**src/rtl/scan_master_if.sv**
```systemverilog
// Tester-side scan bundle: host start/done handshake plus the two-phase scan pads.
// The master modport belongs to scan_master; the slave modport is the host/chip side.
interface scan_master_if #(
   parameter int CHAIN_LEN = 64
) ();
   logic                 start;
   logic                 rd_op;
   logic [CHAIN_LEN-1:0] wdata;
   logic [CHAIN_LEN-1:0] rdata;
   logic                 busy;
   logic                 done;
   logic                 phi;
   logic                 phib;
   logic                 scan_i0o1;
   logic                 load;
   logic                 scan_in;
   logic                 scan_out;

   modport master (
      input  start, rd_op, wdata, scan_out,
      output rdata, busy, done, phi, phib, scan_i0o1, load, scan_in
   );

   modport slave (
      output start, rd_op, wdata, scan_out,
      input  rdata, busy, done, phi, phib, scan_i0o1, load, scan_in
   );
endinterface

```
**src/rtl/scan_master.sv**
```systemverilog
// Two-phase scan driver: shifts a word into the chip chain and pulses load (write),
// or captures chip state and shifts it out into rdata (read).
//
// state    | meaning
// ---------+-----------------------------------------------------------
// IDLE     | waiting for start; wdata/rd_op latched on acceptance
// CAPTURE  | one bit period with scan_i0o1=1 (read only)
// SHIFT    | CHAIN_LEN bit periods, MSB of the word first
// LOAD_SU  | load setup, PHASE_CYC cycles, load=0
// LOAD_HI  | load pulse, PHASE_CYC cycles, load=1
// LOAD_HD  | load hold, PHASE_CYC cycles, load=0
// DONE     | one-cycle done pulse; rdata updated on reads
module scan_master #(
   parameter int CHAIN_LEN = 64,
   parameter int PHASE_CYC = 4
) (
   input  logic          clk_signal_ext,
   input  logic          rst_n,
   scan_master_if.master bus
);

   localparam int SEG_W = $clog2(PHASE_CYC);
   localparam int BIT_W = $clog2(CHAIN_LEN + 1);
   localparam logic [SEG_W-1:0] SEG_LAST = SEG_W'(PHASE_CYC - 1);
   localparam logic [BIT_W-1:0] BIT_LAST = BIT_W'(CHAIN_LEN - 1);

   localparam logic [1:0] PH_SETUP = 2'd0;
   localparam logic [1:0] PH_PHI   = 2'd1;
   localparam logic [1:0] PH_PHIB  = 2'd3;

   typedef enum logic [2:0] {
      ST_IDLE,
      ST_CAPTURE,
      ST_SHIFT,
      ST_LOAD_SU,
      ST_LOAD_HI,
      ST_LOAD_HD,
      ST_DONE
   } state_t;

   state_t               state_q,  state_d;
   logic [SEG_W-1:0]     seg_q,    seg_d;
   logic [1:0]           ph_q,     ph_d;
   logic [BIT_W-1:0]     bit_q,    bit_d;
   logic                 rd_q,     rd_d;
   logic [CHAIN_LEN-1:0] wreg_q,   wreg_d;
   logic [CHAIN_LEN-1:0] shadow_q, shadow_d;
   logic [CHAIN_LEN-1:0] rdata_q,  rdata_d;
   logic [1:0]           sync_q;
   logic                 busy_q,   busy_d;
   logic                 done_q,   done_d;
   logic                 phi_q,    phi_d;
   logic                 phib_q,   phib_d;
   logic                 i0o1_q,   i0o1_d;
   logic                 load_q,   load_d;
   logic                 scan_in_q, scan_in_d;

   logic seg_end;
   logic bit_end;
   logic bit_start;

   always_ff @(posedge clk_signal_ext or negedge rst_n) begin
      if (!rst_n) begin
         state_q   <= ST_IDLE;
         seg_q     <= '0;
         ph_q      <= PH_SETUP;
         bit_q     <= '0;
         rd_q      <= 1'b0;
         wreg_q    <= '0;
         shadow_q  <= '0;
         rdata_q   <= '0;
         sync_q    <= '0;
         busy_q    <= 1'b0;
         done_q    <= 1'b0;
         phi_q     <= 1'b0;
         phib_q    <= 1'b0;
         i0o1_q    <= 1'b0;
         load_q    <= 1'b0;
         scan_in_q <= 1'b0;
      end else begin
         state_q   <= state_d;
         seg_q     <= seg_d;
         ph_q      <= ph_d;
         bit_q     <= bit_d;
         rd_q      <= rd_d;
         wreg_q    <= wreg_d;
         shadow_q  <= shadow_d;
         rdata_q   <= rdata_d;
         sync_q    <= {sync_q[0], bus.scan_out};
         busy_q    <= busy_d;
         done_q    <= done_d;
         phi_q     <= phi_d;
         phib_q    <= phib_d;
         i0o1_q    <= i0o1_d;
         load_q    <= load_d;
         scan_in_q <= scan_in_d;
      end
   end

   always_comb begin
      state_d   = state_q;
      seg_d     = seg_q;
      ph_d      = ph_q;
      bit_d     = bit_q;
      rd_d      = rd_q;
      wreg_d    = wreg_q;
      shadow_d  = shadow_q;
      rdata_d   = rdata_q;
      scan_in_d = scan_in_q;
      seg_end   = (seg_q == SEG_LAST);
      bit_end   = seg_end && (ph_q == PH_PHIB);

      case (state_q)
         ST_IDLE: begin
            if (bus.start) begin
               rd_d    = bus.rd_op;
               wreg_d  = bus.wdata;
               seg_d   = '0;
               ph_d    = PH_SETUP;
               bit_d   = '0;
               state_d = bus.rd_op ? ST_CAPTURE : ST_SHIFT;
            end
         end
         ST_CAPTURE: begin
            seg_d = seg_end ? '0 : seg_q + 1'b1;
            if (seg_end) begin
               ph_d = ph_q + 2'd1;
            end
            if (bit_end) begin
               state_d = ST_SHIFT;
            end
         end
         ST_SHIFT: begin
            seg_d = seg_end ? '0 : seg_q + 1'b1;
            if (seg_end) begin
               ph_d = ph_q + 2'd1;
            end
            // Sample late in setup so the synchronizer has settled since the last phib.
            if (seg_end && (ph_q == PH_SETUP)) begin
               shadow_d = {shadow_q[CHAIN_LEN-2:0], sync_q[1]};
            end
            if (bit_end) begin
               if (bit_q == BIT_LAST) begin
                  bit_d   = '0;
                  state_d = rd_q ? ST_DONE : ST_LOAD_SU;
               end else begin
                  bit_d = bit_q + 1'b1;
               end
            end
         end
         ST_LOAD_SU: begin
            seg_d = seg_end ? '0 : seg_q + 1'b1;
            if (seg_end) begin
               state_d = ST_LOAD_HI;
            end
         end
         ST_LOAD_HI: begin
            seg_d = seg_end ? '0 : seg_q + 1'b1;
            if (seg_end) begin
               state_d = ST_LOAD_HD;
            end
         end
         ST_LOAD_HD: begin
            seg_d = seg_end ? '0 : seg_q + 1'b1;
            if (seg_end) begin
               state_d = ST_DONE;
            end
         end
         ST_DONE: begin
            state_d = ST_IDLE;
         end
         default: begin
            state_d = ST_IDLE;
         end
      endcase

      // Outputs are decoded from the next state so each registered output lines up
      // with the state it belongs to.
      bit_start = (state_d == ST_SHIFT) && (ph_d == PH_SETUP) && (seg_d == '0);
      if (bit_start) begin
         scan_in_d = wreg_d[CHAIN_LEN-1];
         wreg_d    = {wreg_d[CHAIN_LEN-2:0], 1'b0};
      end else if ((state_d == ST_IDLE) || (state_d == ST_CAPTURE) || (state_d == ST_DONE)) begin
         scan_in_d = 1'b0;
      end

      if ((state_d == ST_DONE) && rd_q) begin
         rdata_d = shadow_q;
      end

      busy_d = (state_d != ST_IDLE) && (state_d != ST_DONE);
      done_d = (state_d == ST_DONE);
      phi_d  = ((state_d == ST_CAPTURE) || (state_d == ST_SHIFT)) && (ph_d == PH_PHI);
      phib_d = ((state_d == ST_CAPTURE) || (state_d == ST_SHIFT)) && (ph_d == PH_PHIB);
      i0o1_d = (state_d == ST_CAPTURE);
      load_d = (state_d == ST_LOAD_HI);
   end

   assign bus.rdata     = rdata_q;
   assign bus.busy      = busy_q;
   assign bus.done      = done_q;
   assign bus.phi       = phi_q;
   assign bus.phib      = phib_q;
   assign bus.scan_i0o1 = i0o1_q;
   assign bus.load      = load_q;
   assign bus.scan_in   = scan_in_q;

endmodule

```
**src/flat_wrapper.sv**
```systemverilog
// flat-port wrapper written by rule: the top's interface ports become plain ports
module scan_master_flat 
#(
   parameter int CHAIN_LEN = 64,
   parameter int PHASE_CYC = 4
)
  (clk_signal_ext, rst_n, bus_start, bus_rd_op, bus_wdata, bus_scan_out, bus_rdata, bus_busy, bus_done, bus_phi, bus_phib, bus_scan_i0o1, bus_load, bus_scan_in);
  scan_master_if #(.CHAIN_LEN(CHAIN_LEN)) bus_i ();
  input  logic clk_signal_ext;
  input  logic rst_n;
  input wire logic [$bits(bus_i.start)-1:0] bus_start;
  input wire logic [$bits(bus_i.rd_op)-1:0] bus_rd_op;
  input wire logic [$bits(bus_i.wdata)-1:0] bus_wdata;
  input wire logic [$bits(bus_i.scan_out)-1:0] bus_scan_out;
  output wire logic [$bits(bus_i.rdata)-1:0] bus_rdata;
  output wire logic [$bits(bus_i.busy)-1:0] bus_busy;
  output wire logic [$bits(bus_i.done)-1:0] bus_done;
  output wire logic [$bits(bus_i.phi)-1:0] bus_phi;
  output wire logic [$bits(bus_i.phib)-1:0] bus_phib;
  output wire logic [$bits(bus_i.scan_i0o1)-1:0] bus_scan_i0o1;
  output wire logic [$bits(bus_i.load)-1:0] bus_load;
  output wire logic [$bits(bus_i.scan_in)-1:0] bus_scan_in;
  assign bus_i.start = bus_start;
  assign bus_i.rd_op = bus_rd_op;
  assign bus_i.wdata = bus_wdata;
  assign bus_i.scan_out = bus_scan_out;
  assign bus_rdata = bus_i.rdata;
  assign bus_busy = bus_i.busy;
  assign bus_done = bus_i.done;
  assign bus_phi = bus_i.phi;
  assign bus_phib = bus_i.phib;
  assign bus_scan_i0o1 = bus_i.scan_i0o1;
  assign bus_load = bus_i.load;
  assign bus_scan_in = bus_i.scan_in;
  scan_master #(.CHAIN_LEN(CHAIN_LEN), .PHASE_CYC(PHASE_CYC)) u_core (.clk_signal_ext(clk_signal_ext), .rst_n(rst_n), .bus(bus_i));
endmodule
```
**config.mk**
```make
export PLATFORM = sky130hd
export DESIGN_NAME = scan_master_flat
export DESIGN_NICKNAME = d
export VERILOG_FILES = /design/src/rtl/scan_master_if.sv /design/src/rtl/scan_master.sv /design/src/flat_wrapper.sv
export SDC_FILE = /design/constraint.sdc
export NUM_CORES = 1
export LEC_CHECK = 0
export ABC_CLOCK_PERIOD_IN_PS = 2600
export CAP_MARGIN = 15
export CORE_MARGIN = 3
export CORE_UTILIZATION = 30
export CTS_BUF_LIST = sky130_fd_sc_hd__clkbuf_2 sky130_fd_sc_hd__clkbuf_4 sky130_fd_sc_hd__clkbuf_8
export CTS_CLUSTER_SIZE = 8
export DETAILED_ROUTE_END_ITERATION = 8
export DONT_BUFFER_PORTS = 1
export GPL_TIMING_DRIVEN = 0
export SKIP_LAST_GASP = 1
export SLEW_MARGIN = 40
export SYNTH_ARGS = -nofsm -noshare
export SYNTH_HDL_FRONTEND = slang
export SYNTH_SLANG_ARGS = --single-unit
```
**constraint.sdc**
```tcl
create_clock -name clk_signal_ext -period 2.6 [get_ports clk_signal_ext]
set_input_delay 0.26 -clock clk_signal_ext [delete_from_list [all_inputs] [get_ports clk_signal_ext]]
set_output_delay 0.26 -clock clk_signal_ext [all_outputs]
set_load 0.005 [all_outputs]
```
==> metrics.txt <==
crit-path cells=ha_1, nand3_1, or4_4, o211a_1, and4_1, clkbuf_4, buf_6, o211ai_1, nand2_1; Least-Margin Pin Slew=~0.52 ns; Netlist Area Pre-Place=between 10,000 and 15,000 sq um; drt first-iter violations=approximately 300; pin count of the biggest net entering global routing=217; achievable frequency=around 0.41 GHz; Synth Area in Simple Gates=13.9%; FF-to-FF setup slack=around 0.16 ns; Core Util, Final=between 30% and 40%; # hold bufs at CTS=50; final number of setup-violating endpoints=0; Post-DP Area=10,700 sq um; Hold Crit Class=in2async; Root Buffer Master=clkbuf_8; first-pass GRT wire length=around 37,000 um; status=complete, but fails checks; initial antenna violation count=2; Startpoint Class=flip-flop; Post-synth EDFFs=0; FF-to-FF Start=u_core.ph_q[0]$_DFF_PN0_; synthesized instance count=approximately 840; layout cells sized above 1=approximately 27%; ys flop type=dfrtp_1; total core area=around 33,000 sq um; vias per cell=between 4 and 5; post-synthesis compound-gate area fraction=between 10% and 20%; DP HPWL=14,700 um; maximum clock path buffer count=3; worst hold slack=-0.604 ns; CP max stage delay=0.46 ns; fin area=between 10,000 and 15,000 sq um; IO Pins=140; violated checks=hold timing; period utilisation layout=93.8%; TritonCTS Buffers=between 40 and 50; Tot GR Track Use=approximately 13%; initial core utilization=around 31%; total power=around 11 mW; DIE AREA=35,900 sq um; FF-to-FF path depth=9; synth warn=0; drt first pass iters=4; pre-CTS setup slack=-0.204 ns; crit path time final=2.44 ns; asr flop ratio synth=100%; Max H-tree Level=2; grt ovf=0; Leakage=about 6 nW; critical path capture point type=flip-flop; dpl cells=roughly 1,300; vias in the first global route=about 7,000; most common cell in the synthesized netlist=dfrtp_1; Die H=about 190 um; most instantiated cells after synthesis=dfrtp_1, and2_1, nand2_1, mux2_2, o22ai_1; Chip Width=~190 um; NumNets Final=roughly 1,000; Antenna Nets Post-Route=0; Unique masters post-synth=53; CP bufs+invs=2; CP Class=reg2reg; Finished Layout Cells=approximately 1,400; RSZ-0062 raised after global routing=no; area share of the largest cell type after synthesis=between 50 and 60%; Final GP Congestion=just over 0.8; DR WL/cell=roughly 16 um; sequential element share of the synthesized area=between 50% and 60%; leading area contributor after synthesis=dfrtp_1; worst r2r dst=u_core.wreg_q[21]$_DFF_PN0_; syn avg cell area=about 12 sq um; CP delay by family, top=simple AND/OR/NAND/NOR gates; largest family of logic cells by synthesized area=multiplexers; Final Hold Viols=~220; CTS tree=built; critical path arrival=around 2.9 ns; max-slew violations=0; final worst setup slack=0.160 ns; setup TNS=0 ns; Detailed Route WL=22,600 um; XOR/XNOR Fraction of Synth Area=less than 1%; Peak VDD IR=between 500 and 600 uV; vias=about 6,700; Cell Rows=66; synth top area cells=dfrtp_1, mux2_4, mux2_2; max_cap viols=0; # DRC=0; Worst path slowest cell=dfrtp_1; Area Overhead vs Synth=20.1%; Slew HR=approximately two thirds; Adder-Cell Fraction of Synth Area=less than 1%; Clock Skew=0.0222 ns; syn_nets=908; CTS clk-pin slew, worst paths=around 0.06 ns; Clock Latency Late Sink=0.55 ns; crit-path max FO=10; Port Buf Inserts=0; Pwr Density=915 nW/um^2; mux share of post-synthesis cell area=between 10% and 20%; Clock Sinks=~220; synthesized flop and latch total=approximately 220; WP data required=approximately 3.0 ns
where the power goes:
group	internal, mW	switching (mW)	total [mW]
Sequential	3.96	0.235	4.19
Combinational	1.37	2.09	3.46
Clock	1.99	1.44	3.43
Total	7.32	3.77	11.1
cell families after synthesis:
logic type,after synthesis
compound gates,157
xor+xnor,2
fa+ha+maj,4
buf+inv,70
flops,216
mux,132
simple gates,254
what timing repair did:
| action | 4_1_cts | 5_1_grt |
|---|---|---|
| hold endpoints to repair | 266 | 216 |
| pin swaps | 2 | 3 |
| gates cloned | 0 | 0 |
| setup endpoints to repair | 125 | 125 |
| gates resized for setup | 4 | 25 |
| buffers inserted | 3 | 3 |
cell usage in the layout (no fill, tap or decap), drive strengths merged, types with 3 or more instances in the layout:
cell         instances
nand2               82
buf                 36
a21oi                5
clkinv               4
dfrtp              216
mux2               129
and3                 5
mux2i                3
nor2                17
o21ai                5
ha                   4
a211oi               6
o211ai              61
o22ai               63
clkbuf              93
nand3                5
o21a                 3
nor4b                3
nor2b                5
inv                 13
nand4                3
dlygate4sd3         50
and2               122
worst reg2reg max path, cell delays in order, from the launching register on:
cell and delay (ns):
dfrtp_1 0.46, ha_1 0.31, nand3_1 0.10, or4_4 0.43, o211a_1 0.22, and4_1 0.21
clkbuf_4 0.20, buf_6 0.17, o211ai_1 0.13, nand2_1 0.08
layout make-up:
| cell class | instances | area [sq um] |
|---|---|---|
| antenna | 1 | 2.50 |
| inverter | 11 | 41.3 |
| tap | 442 | 553 |
| clock buffer | 66 | 815 |
| buffer | 57 | 374 |
| multi-input combinational | 549 | 4340 |
| clock inverter | 7 | 47.5 |
| timing repair buffer | 56 | 546 |
| fill | 3238 | 20700 |
| sequential | 216 | 5410 |
metal layers:
layer / vias up / routed length, um / global-route usage [%]
li1: 3180 / - / -
met1: 3269 / 10100 / 16.3
met2: 206 / 9980 / 19.3
met3: 42 / 1890 / 5.02
met4: 2 / 620 / 4.69
met5: - / 13 / 0
sequential cells by signal, indices dropped and copies added (netlist names), 2 cells and up:
register,count
u_core.bus.rdata,64
u_core.shadow_q,64
u_core.wreg_q,64
u_core.bit_q,7
u_core.state_q,3
u_core.ph_q,2
u_core.seg_q,2
u_core.sync_q,2
worst max path at each step:
stage | start | end | slack, ns | depth (start not counted)
3_3_place_gp | u_core.state_q[1]$_DFF_PN0_ | u_core.wreg_q[7]$_DFF_PN0_ | -0.58 | 8
3_5_place_dp | u_core.state_q[1]$_DFF_PN0_ | u_core.wreg_q[14]$_DFF_PN0_ | -0.20 | 8
5_1_grt | u_core.seg_q[0]$_DFF_PN0_ | u_core.wreg_q[23]$_DFF_PN0_ | 0.009 | 10
2_1_floorplan | u_core.bit_q[0]$_DFFE_PN0P_ | u_core.bus.rdata[0]$_DFFE_PN0P_ | 0.40 | 8
4_1_cts | u_core.seg_q[0]$_DFF_PN0_ | u_core.wreg_q[21]$_DFF_PN0_ | 0.01 | 9
6_report | u_core.ph_q[0]$_DFF_PN0_ | u_core.wreg_q[21]$_DFF_PN0_ | 0.16 | 9
(Power assumes the default switching activity.)
